===== config.mk =====
export PLATFORM = sky130hd
export DESIGN_NAME = multi_adc_square
export DESIGN_NICKNAME = d
export VERILOG_FILES = /design/src/rtl/multi_adc_square_pkg.sv /design/src/rtl/seq_squarer.sv /design/src/rtl/multi_adc_square.sv
export SDC_FILE = /design/constraint.sdc
export NUM_CORES = 1
export LEC_CHECK = 0
export ABC_AREA = 1
export ABC_CLOCK_PERIOD_IN_PS = 2200
export CAP_MARGIN = 0
export CORE_ASPECT_RATIO = 0.6
export CORE_MARGIN = 2
export CORE_UTILIZATION = 45
export CTS_BUF_LIST = sky130_fd_sc_hd__clkbuf_4 sky130_fd_sc_hd__clkbuf_8 sky130_fd_sc_hd__clkbuf_16
export DETAILED_ROUTE_END_ITERATION = 10
export HOLD_SLACK_MARGIN = 0.06
export PLACE_DENSITY = 0.73
export SYNTH_ARGS = -nofsm -noshare
export SYNTH_HDL_FRONTEND = slang
export SYNTH_HIERARCHICAL = 1
export SYNTH_SLANG_ARGS = --single-unit

===== constraint.sdc =====
create_clock -name clock -period 2.2 [get_ports clock]
set_input_delay 0.33 -clock clock [delete_from_list [all_inputs] [get_ports clock]]
set_output_delay 0.33 -clock clock [all_outputs]
set_load 0.02 [all_outputs]

===== src/rtl/multi_adc_square_pkg.sv =====
// rtl/multi_adc_square_pkg.sv - shared types and constants for multi_adc_square
// Contents: FSM state enum, mode encodings, sum-width helper.
package multi_adc_square_pkg;

  typedef enum logic [2:0] {
    S_SOC  = 3'd0,
    S_EOC  = 3'd1,
    S_CALC = 3'd2,
    S_OUT  = 3'd3,
    S_ACK  = 3'd4
  } state_t;

  localparam logic MODE_SQ_SUM = 1'b0;  // (sum of x_i)^2
  localparam logic MODE_SUM_SQ = 1'b1;  // sum of x_i^2

  // Width holding the sum of n_ch unsigned w-bit samples; a single
  // channel still gets one guard bit so the datapath shape is uniform.
  function automatic int sum_width(input int n_ch, input int w);
    return w + ((n_ch > 1) ? $clog2(n_ch) : 1);
  endfunction

endpackage


===== src/rtl/seq_squarer.sv =====
// rtl/seq_squarer.sv - sequential shift-add squarer, SW+1 cycles per job
// Ports:
//   clock, reset : clock, synchronous active-high reset (discards any job)
//   start, a     : job request and SW-bit operand, accepted when not busy
//   busy         : high during the SW shift-add cycles
//   done         : one-cycle pulse; p holds a*a from then until the next start
//   p            : 2*SW-bit product
module seq_squarer #(
  parameter int SW = 9
) (
  input  logic            clock,
  input  logic            reset,
  input  logic            start,
  input  logic [SW-1:0]   a,
  output logic            busy,
  output logic            done,
  output logic [2*SW-1:0] p
);

  localparam int PW  = 2 * SW;
  localparam int CNW = $clog2(SW + 1);

  logic [PW-1:0]  mcand;
  logic [SW-1:0]  mplier;
  logic [CNW-1:0] cnt;

  always_ff @(posedge clock) begin
    if (reset) begin
      busy   <= 1'b0;
      done   <= 1'b0;
      p      <= '0;
      mcand  <= '0;
      mplier <= '0;
      cnt    <= '0;
    end else begin
      done <= 1'b0;
      if (start && !busy) begin
        // Load cycle: operand is both multiplicand and multiplier.
        busy   <= 1'b1;
        mcand  <= PW'(a);
        mplier <= a;
        p      <= '0;
        cnt    <= CNW'(SW);
      end else if (busy) begin
        if (mplier[0]) begin
          p <= p + mcand;
        end
        mcand  <= mcand << 1;
        mplier <= mplier >> 1;
        cnt    <= cnt - CNW'(1);
        if (cnt == CNW'(1)) begin
          busy <= 1'b0;
          done <= 1'b1;
        end
      end
    end
  end

endmodule


===== src/rtl/multi_adc_square.sv =====
// rtl/multi_adc_square.sv - N-channel ADC collector computing (sum x)^2 or sum(x^2)
// Ports:
//   clock, reset : clock, synchronous active-high reset
//   soc          : shared start-of-conversion to all converters
//   eoc[N_CH]    : per-channel end-of-conversion
//   x[N_CH*W]    : packed samples, channel i at [i*W +: W]
//   mode         : MODE_SQ_SUM / MODE_SUM_SQ, latched with the samples
//   q[QW]        : result, updated only on entry to S_OUT
//   dav_         : data valid, active low
//   rfd          : consumer ready-for-data (level sensitive)
module multi_adc_square
  import multi_adc_square_pkg::*;
#(
  parameter int   N_CH = 2,
  parameter int   W    = 8,
  localparam int  SW   = sum_width(N_CH, W),
  localparam int  QW   = 2 * SW
) (
  input  logic            clock,
  input  logic            reset,
  output logic            soc,
  input  logic [N_CH-1:0] eoc,
  input  logic [N_CH*W-1:0] x,
  input  logic            mode,
  output logic [QW-1:0]   q,
  output logic            dav_,
  input  logic            rfd
);

  localparam int CW = (N_CH > 1) ? $clog2(N_CH) : 1;

  state_t          state;
  logic [N_CH*W-1:0] x_r;
  logic            mode_r;
  logic [QW-1:0]   acc;
  logic [CW-1:0]   ch_idx;      // channel whose job is in flight
  logic            calc_first;  // first cycle of S_CALC: launch job 0

  logic [SW-1:0]   sum;
  logic [CW-1:0]   next_idx;
  logic            job_last;
  logic            sq_start;
  logic [SW-1:0]   sq_a;
  logic            sq_busy;
  logic            sq_done;
  logic [QW-1:0]   sq_p;
  logic [QW-1:0]   acc_next;

  always_comb begin
    sum = '0;
    for (int i = 0; i < N_CH; i++) begin
      sum = sum + SW'(x_r[i*W +: W]);
    end
  end

  // The next job is launched in the same cycle the previous one reports
  // done, so jobs run back to back with no idle cycle between them.
  always_comb begin
    next_idx = calc_first ? '0 : (ch_idx + CW'(1));
    job_last = (mode_r == MODE_SQ_SUM) || (ch_idx == CW'(N_CH - 1));
    sq_start = (state == S_CALC) && !sq_busy &&
               (calc_first || (sq_done && !job_last));
    sq_a     = (mode_r == MODE_SQ_SUM) ? sum
                                       : SW'(x_r[int'(next_idx)*W +: W]);
    acc_next = acc + sq_p;
  end

  seq_squarer #(.SW(SW)) u_squarer (
    .clock (clock),
    .reset (reset),
    .start (sq_start),
    .a     (sq_a),
    .busy  (sq_busy),
    .done  (sq_done),
    .p     (sq_p)
  );

  always_ff @(posedge clock) begin
    if (reset) begin
      state      <= S_SOC;
      soc        <= 1'b0;
      dav_       <= 1'b1;
      q          <= '0;
      x_r        <= '0;
      mode_r     <= MODE_SQ_SUM;
      acc        <= '0;
      ch_idx     <= '0;
      calc_first <= 1'b0;
    end else begin
      unique case (state)
        S_SOC: begin
          if (&(~eoc)) begin
            soc   <= 1'b0;
            state <= S_EOC;
          end else begin
            soc <= 1'b1;
          end
        end
        S_EOC: begin
          // Skewed converters: wait for every channel before sampling.
          if (&eoc) begin
            x_r        <= x;
            mode_r     <= mode;
            acc        <= '0;
            ch_idx     <= '0;
            calc_first <= 1'b1;
            state      <= S_CALC;
          end
        end
        S_CALC: begin
          calc_first <= 1'b0;
          if (sq_done) begin
            if (job_last) begin
              q     <= (mode_r == MODE_SQ_SUM) ? sq_p : acc_next;
              dav_  <= 1'b0;
              state <= S_OUT;
            end else begin
              acc    <= acc_next;
              ch_idx <= ch_idx + CW'(1);
            end
          end
        end
        S_OUT: begin
          if (!rfd) begin
            dav_  <= 1'b1;
            state <= S_ACK;
          end
        end
        S_ACK: begin
          if (rfd) begin
            soc   <= 1'b1;
            state <= S_SOC;
          end
        end
        default: begin
          state <= S_SOC;
          soc   <= 1'b0;
          dav_  <= 1'b1;
        end
      endcase
    end
  end

endmodule


==> metrics.log <==
INFO  metric timing.final.setup_violations = 0
INFO  metric cts-root-buf = sky130_fd_sc_hd__clkbuf_16
INFO  metric placeableCoreArea = 14720 sq um
INFO  metric synth.cell_area = between 6000 and 7000 sq um
INFO  metric io_buffer_count = 41
INFO  metric yosys.area.top_type_share = between 30% and 40%
INFO  metric cts_num_sinks = 111
INFO  metric syn2layout_area_growth = 14.48%
INFO  metric timing.max_slew.rel_slack = roughly three fifths
INFO  metric crit_slowest_cell = sky130_fd_sc_hd__dfxtp_2
INFO  metric grt_remaining_overflow = 0
INFO  metric design.die.area = 16340 sq um
INFO  metric dr.pass1.iters = 5
INFO  metric post-layout-total-power = 4.512 mW
INFO  metric route.detailed.drc = 0
INFO  metric finalWeightedCongestion = 0.9363
INFO  metric run_status = completed
INFO  metric synth-seq-cells = 111
INFO  metric cp_slowest_stage_delay = about 340 ps
INFO  metric endpoint_kind = register
INFO  metric yosys-top-cells-area = sky130_fd_sc_hd__dfxtp_1, sky130_fd_sc_hd__nand2_1, sky130_fd_sc_hd__a21oi_1, sky130_fd_sc_hd__ha_1, sky130_fd_sc_hd__inv_1
INFO  metric cts_max_level = 3
INFO  metric tritoncts.num_buffers = 9
INFO  metric fin_nets = 1169
INFO  metric path_cells = ha_2 > fa_2 > nand3_1 > nand3_1 > nand2_1 > nand2_1 > a21oi_2 > nor2_1 > o21ai_1 > a21oi_1 > nand2_1 > o211ai_1 > nand2_1 > inv_1
INFO  metric num_io_pins = between 40 and 50
INFO  metric route.final.wire_length = 18600 um
INFO  metric crit-reg2reg-capture = u_squarer/mcand[8]
INFO  metric avgRoutedWirePerCell = ~14 um
INFO  metric clk-insertion-delay-late = 360 ps
INFO  metric layout.cells.non_filler = between 1000 and 1500
INFO  metric cts_buffer_depth = 2
INFO  metric synth_cell_types = 40
INFO  metric path_clk_slew = ~90 ps
INFO  metric dp.final_hpwl = 13930 um
INFO  metric avgSynthCellArea = 6.503 sq um
INFO  metric clock.fmax = 0.4859 GHz
INFO  metric hp_start = q[12]
INFO  metric synth-edff-count = 0
INFO  metric vias_in_the_first_global_route = 5806
INFO  metric netlist_instances = 1059
INFO  metric arrival = between 2000 and 2500 ps
INFO  metric ys_top_cells_by_count = sky130_fd_sc_hd__nand2_1, sky130_fd_sc_hd__inv_1, sky130_fd_sc_hd__a21oi_1
INFO  metric timing.critical_path.buf_inv = 1
INFO  metric maximum_number_of_pins_on_one_net_before_global_route_repair = 37
INFO  metric fin_crit = 2058 ps
INFO  metric clock_skew = 13.89 ps
INFO  metric period_share = between 90% and 100%
INFO  metric cap_violations = 0
INFO  metric floorplan.rows = 34
INFO  metric timing.critical_path.required = 2460 ps
INFO  metric initial_utilization = 46.79%
INFO  metric place.detailed.instances = roughly 1300
INFO  metric finish.utilization = between 50% and 60%
INFO  metric criticalPathCategory = register to register
INFO  metric diodes = 0
INFO  metric power_density = 572.3 nW/um^2
INFO  metric yosys.cell_count.top_type = sky130_fd_sc_hd__nand2_1
INFO  metric first_iter_violations = 568
INFO  metric power.static_leakage = 3.653 nW
INFO  metric critical_path_source_type = register
INFO  metric tritoncts = yes
INFO  metric antenna_found_initial = 0
INFO  metric cp_top_family = simple AND/OR/NAND/NOR gates
INFO  metric synth-seq-area-share = 32.27%
INFO  metric hold_violations = 0
INFO  metric drive_gt1_share = 7.692%
INFO  metric gr-usage-all-layers = 23.17%
INFO  metric timing_max_transition_violations_final = 0
INFO  metric cp_dominant_cell_by_count = sky130_fd_sc_hd__nand2_1
INFO  metric postLayoutCellArea = 7884 sq um
INFO  metric worst_hold_path_type = register to register
INFO  metric grt_setup_unrepaired = yes
INFO  metric syn_nets = 1128
INFO  metric post-synth-top-area-cell = sky130_fd_sc_hd__dfxtp_1
INFO  metric async_flop_share = 0%
INFO  metric worst_hold_path.endpoint = q[12]
INFO  metric worst_hold_slack = 468.1 ps
INFO  metric routed-via-count = 6781
INFO  metric yosys_warnings = 6
INFO  metric ff2ff_setup_slack = 140 ps
INFO  metric critical_path_peak_fanout = 3
INFO  metric die-width = approximately 160 um
INFO  metric postSynth.topFlopCell = sky130_fd_sc_hd__dfxtp_1
INFO  metric worst_pin_slew = 614.0 ps
INFO  metric wire_length_of_the_first_global_routing_pass = 29950 um
INFO  metric post_drt_via_cell_ratio = approximately 5.2
INFO  metric worst_hold_path.num_cells = 2
INFO  metric dpl-instance-area = 7535 sq um
INFO  metric ff2ff_path_depth = 14
INFO  metric drtAntennaViolNets = 0
INFO  metric irDropWorstVdd = around 390 uV
INFO  metric die_ht = 99.83 um
INFO  metric critical_path.reg2reg.startpoint = x_r[0]
registers in the layout, summed over array words and instances (netlist names), 3 cells and up:
name,cells
u_squarer/p,18
u_squarer/mcand,18
x_r,16
u_squarer/mplier,9
q,18
acc,18
u_squarer/cnt,4
state,3
tightest hold or removal path: stages, from the launching register on:
cell,delay [ps]
sky130_fd_sc_hd__dfxtp_1,320
sky130_fd_sc_hd__nand2_1,60
sky130_fd_sc_hd__a21oi_1,50
metrics by stage:
step	worst slack, ps	TNS [ps]
2_1_floorplan	274.1	0
4_1_cts	15.75	0
3_5_place_dp	45.91	0
5_1_grt	-43.34	-130.2
3_3_place_gp	80.79	0
6_report	142.0	0
layout by cell type, fill, tap and decap left out, types with 2 or more instances in the layout:
| cell | netlist | routed |
|---|---|---|
| sky130_fd_sc_hd__a21oi_1 | 119 | 117 |
| sky130_fd_sc_hd__nor2_1 | 89 | 89 |
| sky130_fd_sc_hd__nand2_1 | 309 | 309 |
| sky130_fd_sc_hd__inv_1 | 129 | 129 |
| sky130_fd_sc_hd__o221ai_1 | 4 | 4 |
| sky130_fd_sc_hd__nor2_2 | 3 | 3 |
| sky130_fd_sc_hd__fa_1 | 3 | 2 |
| sky130_fd_sc_hd__a31oi_1 | 4 | 4 |
| sky130_fd_sc_hd__nand3_2 | 4 | 4 |
| sky130_fd_sc_hd__and2_1 | 2 | 2 |
| sky130_fd_sc_hd__inv_2 | 11 | 10 |
| sky130_fd_sc_hd__clkdlybuf4s50_1 | 0 | 41 |
| sky130_fd_sc_hd__o211ai_1 | 6 | 6 |
| sky130_fd_sc_hd__o21ai_0 | 66 | 65 |
| sky130_fd_sc_hd__dfxtp_2 | 0 | 4 |
| sky130_fd_sc_hd__xnor2_1 | 5 | 5 |
| sky130_fd_sc_hd__buf_4 | 1 | 23 |
| sky130_fd_sc_hd__a21oi_2 | 2 | 4 |
| sky130_fd_sc_hd__nand3_1 | 70 | 70 |
| sky130_fd_sc_hd__o21ai_1 | 4 | 5 |
| sky130_fd_sc_hd__nor3_1 | 9 | 9 |
| sky130_fd_sc_hd__clkinv_8 | 0 | 3 |
| sky130_fd_sc_hd__nand2_2 | 5 | 5 |
| sky130_fd_sc_hd__dfxtp_1 | 111 | 107 |
| sky130_fd_sc_hd__ha_2 | 0 | 2 |
| sky130_fd_sc_hd__or2_2 | 3 | 3 |
| sky130_fd_sc_hd__xor2_1 | 10 | 10 |
| sky130_fd_sc_hd__clkbuf_16 | 0 | 9 |
| sky130_fd_sc_hd__ha_1 | 44 | 41 |
| sky130_fd_sc_hd__o21ai_4 | 1 | 2 |
power by group:
group	leakage (nW)	total, mW	internal (mW)	switching [mW]
clock network	0.146	1.68	0.808	0.870
logic	2.61	0.693	0.244	0.449
registers	0.898	2.14	2.08	0.0583
total	3.65	4.51	3.13	1.38
routing by layer:
metal  vias to the layer above  part of all wire [%]  GRT usage, %
met1                      3066                    54         37.45
met4                         0                  0.60         3.711
met2                       220                    37         30.74
met3                        11                   8.6         5.620
li1                       3484                     -             -
met5                         -                     0             0
layout make-up:
| cell class | instances | area (sq um) |
|---|---|---|
| Clock buffer | 9 | 225.2 |
| Timing Repair Buffer | 64 | 583.1 |
| Tap cell | 198 | 247.7 |
| Sequential cell | 111 | 2227 |
| Multi-Input combinational cell | 774 | 3991 |
| Inverter | 140 | 528.0 |
| Fill cell | 1493 | 6835 |
| Clock inverter | 7 | 81.33 |
kinds of logic after synthesis:
group                      Yosys count  share of synthesized area (%)
adders and majority gates           47                          8.866
buffers and inverters              174                          10.28
AOI/OAI and AO/OA                  211                          16.35
xor gates and xnor gates            15                          1.908
and+or+nand+nor                    501                          30.32
DFF                                111                          32.27
repair_timing:
| item | CTS | global route |
|---|---|---|
| setup buffers | 0 | 0 |
| hold buffers | 0 | 0 |
| gates resized for setup | 0 | 15 |
| endpoints found under the setup margin | 0 | 28 |
| endpoints found under the hold margin | 0 | 0 |
how the worst max path moves through the flow:
stage	to	cells after the start	from	slack, ps
6_report	u_squarer/mcand[8]	14	x_r[0]	140
5_1_grt	u_squarer/mcand[5]	14	state[2]	-40
3_5_place_dp	u_squarer/mcand[8]	14	x_r[0]	50
2_1_floorplan	u_squarer/mcand[8]	14	x_r[0]	270
3_3_place_gp	u_squarer/mcand[8]	14	x_r[0]	80
4_1_cts	u_squarer/mcand[8]	14	x_r[0]	20
(Power assumes the default switching activity.)
